===== config.mk =====
export PLATFORM = sky130hd
export DESIGN_NAME = frame_sequencer
export DESIGN_NICKNAME = d
export VERILOG_FILES = /design/src/rtl/frame_sequencer.sv
export SDC_FILE = /design/constraint.sdc
export NUM_CORES = 1
export LEC_CHECK = 0
export ABC_AREA = 0
export ABC_CLOCK_PERIOD_IN_PS = 4200
export CORE_MARGIN = 3
export CORE_UTILIZATION = 30
export CTS_CLUSTER_DIAMETER = 40
export DETAILED_ROUTE_END_ITERATION = 10
export GPL_TIMING_DRIVEN = 1
export HOLD_SLACK_MARGIN = 0.12
export SETUP_SLACK_MARGIN = 0.5
export SKIP_LAST_GASP = 1
export SYNTH_ARGS = -nofsm -noshare
export SYNTH_HDL_FRONTEND = slang
export SYNTH_SLANG_ARGS = --single-unit
export TNS_END_PERCENT = 100

===== constraint.sdc =====
create_clock -name i_clk -period 4.2 [get_ports i_clk]
set_clock_uncertainty 0.1 [all_clocks]
set_input_delay 0.84 -clock i_clk [delete_from_list [all_inputs] [get_ports i_clk]]
set_output_delay 0.84 -clock i_clk [all_outputs]
set_load 0.05 [all_outputs]

===== src/rtl/frame_sequencer.sv =====
// Frame sequencer: paces a sample source through one frame of i_len samples, i_gap idle cycles apart.
// Latency: the first o_en can fire in the cycle after start is accepted; o_done follows the last sample by one cycle.
// Backpressure: i_ready gates o_en combinationally, and the index holds while stalled. Gap counting ignores i_ready.
//
// Ports:
//   i_clk, i_rst_n        clock, async active-low reset
//   i_start/i_len/i_gap   frame request; sampled in IDLE only
//   i_abort               terminate the running frame
//   i_ready               downstream accepts a sample this cycle
//   o_en/o_sof/o_eof      sample strobe and frame markers
//   o_idx                 current sample index
//   o_busy/o_done         frame in progress / one-cycle completion pulse
//   o_aborted             last frame was aborted; cleared on the next accepted start
//   o_frame_cnt           completed (non-aborted) frames, wrapping
module frame_sequencer #(
   parameter int LEN_W  = 8,
   parameter int GAP_W  = 4,
   parameter int FCNT_W = 8
) (
   input  logic              i_clk,
   input  logic              i_rst_n,
   input  logic              i_start,
   input  logic [LEN_W-1:0]  i_len,
   input  logic [GAP_W-1:0]  i_gap,
   input  logic              i_abort,
   input  logic              i_ready,
   output logic              o_en,
   output logic              o_sof,
   output logic              o_eof,
   output logic [LEN_W-1:0]  o_idx,
   output logic              o_busy,
   output logic              o_done,
   output logic              o_aborted,
   output logic [FCNT_W-1:0] o_frame_cnt
);

   typedef enum logic [1:0] {
      S_IDLE = 2'd0,
      S_RUN  = 2'd1,
      S_GAP  = 2'd2,
      S_DONE = 2'd3
   } state_t;

   state_t            state;
   state_t            state_d;
   logic [LEN_W-1:0]  idx;
   logic [LEN_W-1:0]  len_q;
   logic [GAP_W-1:0]  gap_q;
   logic [GAP_W-1:0]  gap_cnt;
   logic [FCNT_W-1:0] frame_cnt;
   logic              aborted;

   logic              en;
   logic              last;
   logic              accept;
   logic              idx_inc;
   logic              gap_load;
   logic              cnt_inc;
   logic              abort_set;

   // Compared at LEN_W bits, so the longest frame is 2^LEN_W-1 samples.
   assign last = (idx == (len_q - LEN_W'(1)));

   always_ff @(posedge i_clk or negedge i_rst_n) begin
      if (!i_rst_n) begin
         state     <= S_IDLE;
         idx       <= '0;
         len_q     <= '0;
         gap_q     <= '0;
         gap_cnt   <= '0;
         frame_cnt <= '0;
         aborted   <= 1'b0;
      end else begin
         state <= state_d;
         if (accept) begin
            len_q   <= i_len;
            gap_q   <= i_gap;
            idx     <= '0;
            aborted <= 1'b0;
         end else if (idx_inc) begin
            idx <= idx + LEN_W'(1);
         end
         if (gap_load) begin
            gap_cnt <= gap_q;
         end else if (state == S_GAP) begin
            gap_cnt <= gap_cnt - GAP_W'(1);
         end
         if (cnt_inc) begin
            frame_cnt <= frame_cnt + FCNT_W'(1);
         end
         if (abort_set) begin
            aborted <= 1'b1;
         end
      end
   end

   always_comb begin
      state_d   = state;
      en        = 1'b0;
      accept    = 1'b0;
      idx_inc   = 1'b0;
      gap_load  = 1'b0;
      cnt_inc   = 1'b0;
      abort_set = 1'b0;
      o_busy    = 1'b0;
      o_done    = 1'b0;
      case (state)
         S_IDLE: begin
            if (i_start) begin
               accept = 1'b1;
               // An empty frame completes without issuing any sample.
               if (i_len == '0) begin
                  state_d = S_DONE;
                  cnt_inc = 1'b1;
               end else begin
                  state_d = S_RUN;
               end
            end
         end
         S_RUN: begin
            o_busy = 1'b1;
            en     = i_ready & ~i_abort;
            if (i_abort) begin
               abort_set = 1'b1;
               state_d   = S_DONE;
            end else if (en) begin
               if (last) begin
                  state_d = S_DONE;
                  cnt_inc = 1'b1;
               end else begin
                  idx_inc = 1'b1;
                  if (gap_q != '0) begin
                     gap_load = 1'b1;
                     state_d  = S_GAP;
                  end
               end
            end
         end
         S_GAP: begin
            o_busy = 1'b1;
            if (i_abort) begin
               abort_set = 1'b1;
               state_d   = S_DONE;
            end else if (gap_cnt == GAP_W'(1)) begin
               // Loaded with gap and left at 1: exactly gap idle cycles.
               state_d = S_RUN;
            end
         end
         S_DONE: begin
            o_done  = 1'b1;
            state_d = S_IDLE;
         end
         default: state_d = S_IDLE;
      endcase
   end

   assign o_en        = en;
   assign o_sof       = en & (idx == '0);
   assign o_eof       = en & last;
   assign o_idx       = idx;
   assign o_aborted   = aborted;
   assign o_frame_cnt = frame_cnt;

endmodule


==> impl_table.tex, run 1 <==
\begin{tabular}{lr}
\hline
Metric & Value \\
\hline
\multicolumn{2}{l}{\textbf{Timing}} \\
Final worst-path cycle share & 82.5\% \\
Number of setup violations in the final report & 0 \\
Slew Viols, Final & 0 \\
Achievable Freq & 289 MHz \\
Worst slew margin & 52.7\% \\
Setup repair after global routing missed its margin & false \\
Transition time at the pin with the least slew margin & 0.704 ns \\
Number of hold violations in the final report & 0 \\
Final WS setup & 0.737 ns \\
Post-route setup TNS & 0 ns \\
Post-layout minimum cycle time & 3.46 ns \\
\multicolumn{2}{l}{\textbf{Clock network}} \\
Reg clk slew, reported paths & 0.08 ns \\
Sinks on Clock Net & 35 \\
Clock Latency Late Sink & 0.30 ns \\
Clock tree from TritonCTS & done \\
Cell at the root of the clock tree & sky130\_fd\_sc\_hd\_\_clkbuf\_8 \\
Number of buffers added by the clock tree synthesis step & 5 \\
Max Root-Sink Buffers & 2 \\
Hold-fix buffer count after cts & 0 \\
H-tree depth & 2 \\
\multicolumn{2}{l}{\textbf{Synth}} \\
Mapped Nets & 256 \\
Number of flops mapped to enable cells by yosys & 0 \\
Post-Syn Instances & 229 \\
Number of storage elements in the synthesis netlist & 35 \\
Per-instance average area after synthesis & 9.69 um2 \\
Yosys warning count & 0 \\
Share of flip-flops with an asynchronous set or reset & 100\% \\
Most area-consuming cells after synthesis & sky130\_fd\_sc\_hd\_\_dfrtp\_1 (39\%), sky130\_fd\_sc\_hd\_\_mux2\_2 (6.1\%), sky130\_fd\_sc\_hd\_\_ha\_1 (5.6\%) \\
Fraction of post-synthesis cell area in the top cell type by area & 39.5\% \\
Synthesized area & 2220 um2 \\
Sequential cell area fraction in the yosys report & 39.5\% \\
Number of library cell types mapped by synthesis & 52 \\
Area leader, netlist & sky130\_fd\_sc\_hd\_\_dfrtp\_1 \\
Most used flip-flop cell after synthesis & sky130\_fd\_sc\_hd\_\_dfrtp\_1 \\
\multicolumn{2}{l}{\textbf{Power and ir drop}} \\
Peak VDD IR & 218 uV \\
Power per standard cell area & 610 nW/um2 \\
Static Leak & 1.20 nW \\
\multicolumn{2}{l}{\textbf{Layout}} \\
Antenna Diode Count & 0 \\
Layout overhead on the synthesized area & 28.0\% \\
Layout cell share with drive strength beyond 1 & 12.8\% \\
Most used cells in the layout excluding fill and tap cells & sky130\_fd\_sc\_hd\_\_dfrtp\_1 (35), sky130\_fd\_sc\_hd\_\_clkdlybuf4s50\_1 (35), sky130\_fd\_sc\_hd\_\_nand2\_1 (22) \\
Total Nets Final & 299 \\
\# fillers & 703 \\
Sequential Area & 876 um2 \\
Final design instance area without fill & 2840 um2 \\
Area taken by multi-input logic gates & 1270 um2 \\
\multicolumn{2}{l}{\textbf{Global route}} \\
Overflow after GRT & 0 \\
Number of antenna violations at the first check in global routing & 0 \\
Maximum number of pins on one net before global-route repair & 36 \\
Total global-route track usage & 13.7\% \\
Wire length of the first global-routing pass & 9270 um \\
Number of global-route vias before repair & 1884 \\
\multicolumn{2}{l}{\textbf{Floorplan}} \\
Number of primary I/O pins & 39 \\
Initial core utilization & 31.8\% \\
Count of standard-cell rows & 30 \\
Floorplan Core Area & 6980 um2 \\
Die height & 92.0 um \\
Floorplan die area & 8470 um2 \\
Overall die width & 92.0 um \\
\multicolumn{2}{l}{\textbf{Worst setup path}} \\
Worst r2r src & len\_q[0] \\
Worst r2r dst & state[1] \\
Critical path arrival & 2.52 ns \\
Logic depth of the worst register-to-register path & 7 \\
Worst Path Class, Setup & flop to output port \\
Crit path required time & 3.26 ns \\
Register-to-register path setup slack & 1.25 ns \\
Kind of start point of the critical path & flop \\
Endpoint kind of the worst setup timing path & output port \\
Highest net fanout along the worst path & 6 \\
\multicolumn{2}{l}{\textbf{Hold path}} \\
Type of the worst min-delay path & flop to flop \\
Min-delay src & o\_aborted \\
Hold endpoint & o\_aborted \\
Cell depth of the worst hold path & 1 \\
\multicolumn{2}{l}{\textbf{Flow run}} \\
Maximum Capacitance Violations & 0 \\
\multicolumn{2}{l}{\textbf{Routing}} \\
Vias after detailed routing & 1911 \\
Number of nets with antenna violations after detailed routing & 0 \\
First drt pass iteration count & 4 \\
Amount of wire on met2 after detailed routing & 2670 um \\
Routed metal-1 wirelength & 2550 um \\
Wire per inst & 15.0 um \\
Remaining DRCs & 0 \\
Via density per instance & 5.18 \\
Iteration-0 DRC count of the detailed router & 104 \\
Total wire length after detailed routing & 5540 um \\
Top metal layer carrying routed signals & met4 \\
Detailed-routed wire length on met3 & 215 um \\
\multicolumn{2}{l}{\textbf{Placement}} \\
Pre-CTS setup slack & 0.548 ns \\
Sum of net half-perimeters after detailed placement & 3900 um \\
RePlAce Congestion & 0.779 \\
Buffers added on ports & 38 \\
Area of placed instances & 2730 um2 \\
\multicolumn{2}{l}{\textbf{Outcome}} \\
Result of the run & finished, final reports clean \\
\hline
\end{tabular}
through the flow:
step / util [%] / std cells / hold WS [ns] / power [mW]
final: 40.7 / 369 / 0.405 / 1.73
after global routing: 40.7 / 369 / 0.433 / 1.85
after CTS: 40.7 / 369 / 0.410 / 1.74
after detailed placement: 39.1 / 361 / 0.391 / 1.40
after global placement: 39.1 / 361 / 0.395 / 1.39
after floorplan: - / 229 / 0.390 / 1.18
cell families (layout without fill, tap and decap cells):
| logic type | after synthesis | in the layout | synth area share [%] |
|---|---|---|---|
| adders and majority gates | 10 | 10 | 5.64 |
| and+or+nand+nor | 84 | 84 | 20.9 |
| xor gates and xnor gates | 13 | 13 | 5.13 |
| muxes | 21 | 21 | 10.4 |
| buffers and inverters | 20 | 64 | 3.44 |
| DFF | 35 | 35 | 39.5 |
| AOI/OAI and AO/OA | 46 | 46 | 15.1 |
synth_stat cells (all sizes together), types with 6 or more instances:
master  count
xnor2       9
dfrtp      35
nor2       16
nand3       6
nand2      22
or3         6
nand4       6
a21oi       9
mux2       17
inv        14
nor4        7
ha         10
o21ai       8
state kept, by name (all words and copies together) (netlist names):
signal and cells:
len_q 8, o_frame_cnt 8, o_idx 8, gap_cnt 4
gap_q 4, state 2, o_aborted 1
worst max-delay path by stage:
stage	startpoint	end	slack (ns)	depth (start not counted)
finish	len_q[0]	o_eof	0.74	7
global placement	len_q[0]	o_eof	0.61	7
floorplan	i_abort	o_sof	0.69	5
global route	len_q[0]	o_eof	0.55	7
CTS	len_q[0]	o_eof	0.51	7
detailed placement	len_q[0]	o_eof	0.55	7
worst max-delay path, cell delays in order (launching register included):
cell                        delay [ns]
sky130_fd_sc_hd__dfrtp_1          0.45
sky130_fd_sc_hd__inv_1            0.09
sky130_fd_sc_hd__ha_1             0.24
sky130_fd_sc_hd__or3_1            0.37
sky130_fd_sc_hd__a31oi_1          0.37
sky130_fd_sc_hd__o2111ai_1        0.25
sky130_fd_sc_hd__nor2_1           0.17
sky130_fd_sc_hd__clkbuf_2         0.30
power by group:
part | total, mW | leakage (nW) | internal, mW | switching, mW
combinational | 0.818 | 0.713 | 0.357 | 0.461
clock | 0.329 | 0.0612 | 0.192 | 0.137
sequential | 0.586 | 0.430 | 0.448 | 0.137
total | 1.73 | 1.20 | 0.998 | 0.735
area by class of cell:
type	count	share of cell area (%)
clock buffer	6	2.91
clock inverter	2	1.23
inverter	14	1.85
multi-input combinational	174	44.8
sequential	35	30.8
tap	96	4.23
timing repair buffer	42	14.1
routing by layer:
metal	track usage [%]	vias to the layer above
li1	-	921
met1	17.4	938
met2	22.7	42
met3	2.87	10
met4	5.20	0
met5	0	-
what timing repair did:
action,CTS,global route
setup endpoints to repair,1,1
cloned,0,0
gates resized for setup,1,2
buffers inserted,0,0
Note: power is estimated with default switching activity, not from simulation.
==> run 2, diff against run 1 <==
--- a/config.mk
+++ b/config.mk
@@ -6,7 +6,7 @@
 export NUM_CORES = 1
 export LEC_CHECK = 0
 export ABC_AREA = 0
-export ABC_CLOCK_PERIOD_IN_PS = 4200
+export ABC_CLOCK_PERIOD_IN_PS = 3000
 export CORE_MARGIN = 3
 export CORE_UTILIZATION = 30
 export CTS_CLUSTER_DIAMETER = 40
==> constraint.sdc (replaced) <==
create_clock -name i_clk -period 3 [get_ports i_clk]
set_clock_uncertainty 0.1 [all_clocks]
set_input_delay 0.6 -clock i_clk [delete_from_list [all_inputs] [get_ports i_clk]]
set_output_delay 0.6 -clock i_clk [all_outputs]
set_load 0.05 [all_outputs]
==> impl_table.tex, run 2 (synthesis gave the netlist of run 1 again) <==
\begin{tabular}{lr}
\hline
Metric & Value \\
\hline
\multicolumn{2}{l}{\textbf{Outcome}} \\
Result of the run & finished, final reports clean \\
\multicolumn{2}{l}{\textbf{Layout}} \\
Most common cell after layout, fill and taps aside & sky130\_fd\_sc\_hd\_\_clkdlybuf4s50\_1 \\
Most used cells in the layout excluding fill and tap cells & sky130\_fd\_sc\_hd\_\_clkdlybuf4s50\_1 (32), sky130\_fd\_sc\_hd\_\_dfrtp\_1 (27), sky130\_fd\_sc\_hd\_\_nand2\_1 (20) \\
Count of placed standard cells in the final layout, fillers left out & 382 (+3.5\%) \\
Final design instance area without fill & 3210 um2 (+13\%) \\
\# fillers & 694 (-1.3\%) \\
Antenna Diode Count & 0 (unchanged) \\
Total Nets Final & 312 (+4.3\%) \\
Layout overhead on the synthesized area & 44.4\% \\
Core utilization of the finished layout & 45.9\% (+5.2 points) \\
Layout cell share with drive strength beyond 1 & 28.3\% (+16 points) \\
\multicolumn{2}{l}{\textbf{Routing}} \\
Top metal layer carrying routed signals & met4 \\
Wire per inst & 15.1 um (+0.44\%) \\
Routed metal-1 wirelength & 2620 um (+2.8\%) \\
Total wire length after detailed routing & 5760 um (+4.0\%) \\
Via density per instance & 5.09 (-1.8\%) \\
Vias after detailed routing & 1943 (+1.7\%) \\
Iteration-0 DRC count of the detailed router & 73 (-30\%) \\
First drt pass iteration count & 5 (+1) \\
Detailed-routed wire length on met3 & 237 um (+10\%) \\
Number of nets with antenna violations after detailed routing & 0 (unchanged) \\
Remaining DRCs & 0 (unchanged) \\
Amount of wire on met2 after detailed routing & 2790 um (+4.5\%) \\
\multicolumn{2}{l}{\textbf{Timing}} \\
Achievable Freq & 347 MHz \\
Final worst-path cycle share & 96.1\% \\
Setup repair after global routing missed its margin & true \\
Transition time at the pin with the least slew margin & 0.800 ns (+0.0964 ns) \\
Number of hold violations in the final report & 0 (unchanged) \\
Worst slew margin & 46.2\% (-6.5 points) \\
Final WS setup & 0.118 ns (-0.619 ns) \\
Post-layout minimum cycle time & 2.88 ns \\
Number of setup violations in the final report & 0 (unchanged) \\
Slew Viols, Final & 0 (unchanged) \\
\multicolumn{2}{l}{\textbf{Worst setup path}} \\
Highest net fanout along the worst path & 4 (-2) \\
Logic depth of the worst register-to-register path & 10 (+3) \\
Register-to-register path setup slack & 0.27 ns (-0.98 ns) \\
Kind of start point of the critical path & flop \\
Endpoint kind of the worst setup timing path & output port \\
Critical path arrival & 2.18 ns (-0.34 ns) \\
Worst r2r dst & state[1] \\
Critical path cell sequence & or3\_4 -> nor4\_2 -> o211a\_1 -> o2111ai\_4 -> nor2\_4 -> buf\_12 \\
Worst Path Class, Setup & flop to output port \\
Crit path required time & 2.30 ns (-0.96 ns) \\
Stage delay of the slowest cell on the critical path & 0.45 ns (about the same) \\
Worst r2r src & len\_q[1] \\
CP max stage cell & sky130\_fd\_sc\_hd\_\_dfrtp\_1 \\
\multicolumn{2}{l}{\textbf{Floorplan}} \\
Die height & 92.0 um (unchanged) \\
Floorplan die area & 8470 um2 (unchanged) \\
Initial core utilization & 31.8\% (unchanged) \\
Number of primary I/O pins & 39 (unchanged) \\
Count of standard-cell rows & 30 (unchanged) \\
Overall die width & 92.0 um (unchanged) \\
Floorplan Core Area & 6980 um2 (unchanged) \\
\multicolumn{2}{l}{\textbf{Global route}} \\
Overflow after GRT & 0 (unchanged) \\
Number of global-route vias before repair & 1951 (+3.6\%) \\
Total global-route track usage & 14.2\% (+0.53 points) \\
Number of antenna violations at the first check in global routing & 0 (unchanged) \\
Maximum number of pins on one net before global-route repair & 36 (unchanged) \\
Wire length of the first global-routing pass & 9690 um (+4.5\%) \\
\multicolumn{2}{l}{\textbf{Clock network}} \\
Reg clk slew, reported paths & 0.07 ns (about the same) \\
Number of buffers added by the clock tree synthesis step & 5 (unchanged) \\
Max Root-Sink Buffers & 2 (unchanged) \\
Hold-fix buffer count after cts & 0 (unchanged) \\
Clock tree from TritonCTS & done \\
H-tree depth & 2 (unchanged) \\
Sinks on Clock Net & 35 (unchanged) \\
Cell at the root of the clock tree & sky130\_fd\_sc\_hd\_\_clkbuf\_8 \\
Clock Latency Late Sink & 0.29 ns (about the same) \\
\multicolumn{2}{l}{\textbf{Power and ir drop}} \\
Switching power share of the total & 40.7\% (-1.7 points) \\
Power per standard cell area & 865 nW/um2 (+42\%) \\
Power share of the sequential group & 29.5\% (-4.3 points) \\
Portion of total power attributed to the clock network & 18.4\% (-0.6 points) \\
P\_int & 1.64 mW (+65\%) \\
Peak VDD IR & 282 uV (+29\%) \\
Combinational Power Share & 52.1\% (+4.9 points) \\
Static Leak & 1.32 nW (+9.5\%) \\
Switching power summed over all nets & 1.13 mW (+54\%) \\
\multicolumn{2}{l}{\textbf{Placement}} \\
Sum of net half-perimeters after detailed placement & 4090 um (+4.8\%) \\
Buffers added on ports & 38 (unchanged) \\
Pre-CTS setup slack & 0.236 ns (-0.312 ns) \\
Placed instance count & 365 (+1.1\%) \\
RePlAce Congestion & 0.844 (+8.4\%) \\
Area of placed instances & 2880 um2 (+5.5\%) \\
\multicolumn{2}{l}{\textbf{Hold path}} \\
Cell depth of the worst hold path & 1 (unchanged) \\
Type of the worst min-delay path & flop to flop \\
Hold endpoint & o\_aborted \\
Min-delay src & o\_aborted \\
\multicolumn{2}{l}{\textbf{Flow run}} \\
Maximum Capacitance Violations & 0 (unchanged) \\
\hline
\end{tabular}
-- run 2: cell types whose count changed in the layout (fill, tap and decap cells not counted), sizes merged --
| cell | delta |
|---|---|
| clkbuf | -1 |
| inv | -1 |
| clkinvlp | +1 |
| buf | +14 |
| clkdlybuf4s50 | -3 |
| bufinv | +1 |
| dlygate4sd2 | +3 |
| clkinv | -1 |
-- run 2: worst max path at each step --
stage,start,to,depth (start not counted)
floorplan,o_idx[1],o_sof,5
global placement,i_abort,o_sof,7
detailed placement,i_abort,o_sof,7
CTS,len_q[2],o_eof,6
global route,len_q[4],o_eof,6
finish,len_q[4],o_eof,6
-- run 2: timing repair --
| item | CTS | global route |
|---|---|---|
| resized for setup | 18 | 15 |
| cloned | 0 | 0 |
| setup buffers | 4 | 5 |
| endpoints found under the setup margin | 21 | 23 |
| pin swaps | 6 | 5 |
-- run 2: layout make-up --
type,instances,area (um2),share of cell area [%]
well taps,96,120,3.75
repair buffers,55,542,16.9
clock inverters,2,60.1,1.87
inverters,14,56.3,1.76
multi-input cells,174,1470,45.8
clock buffers,6,72.6,2.26
flip-flops and latches,35,886,27.6
-- run 2: power groups by stage --
stage / Sequential [mW] / Combinational, mW / Clock [mW]
after global routing: 0.846 / 1.59 / 0.547
after detailed placement: 0.836 / 1.25 / 0
after CTS: 0.812 / 1.31 / 0.528
after global placement: 0.830 / 1.23 / 0
after floorplan: 0.877 / 0.865 / 0
final: 0.818 / 1.44 / 0.511
-- run 2: critical path: cells and delay by family, from the launching register on --
family	cells	cell delay (ns)
buffers and inverters	1	0.14
DFF	1	0.45
and+or+nand+nor	3	0.85
AOI/OAI and AO/OA	2	0.45
-- run 2: stage by stage --
step | setup TNS [ns] | hold slack, ns | total power, mW
2_1_floorplan | 0 | 0.204 | 1.74
3_3_place_gp | 0 | 0.392 | 2.06
3_5_place_dp | 0 | 0.393 | 2.08
4_1_cts | 0 | 0.409 | 2.65
5_1_grt | -0.00984 | 0.447 | 2.98
6_report | 0 | 0.402 | 2.77
-- run 2: metal layers --
| metal | vias up | global-route usage (%) |
|---|---|---|
| met4 | 0 | 5.07 |
| li1 | 951 | - |
| met3 | 12 | 3.69 |
| met1 | 935 | 18.3 |
| met2 | 45 | 22.8 |
| met5 | - | 0 |
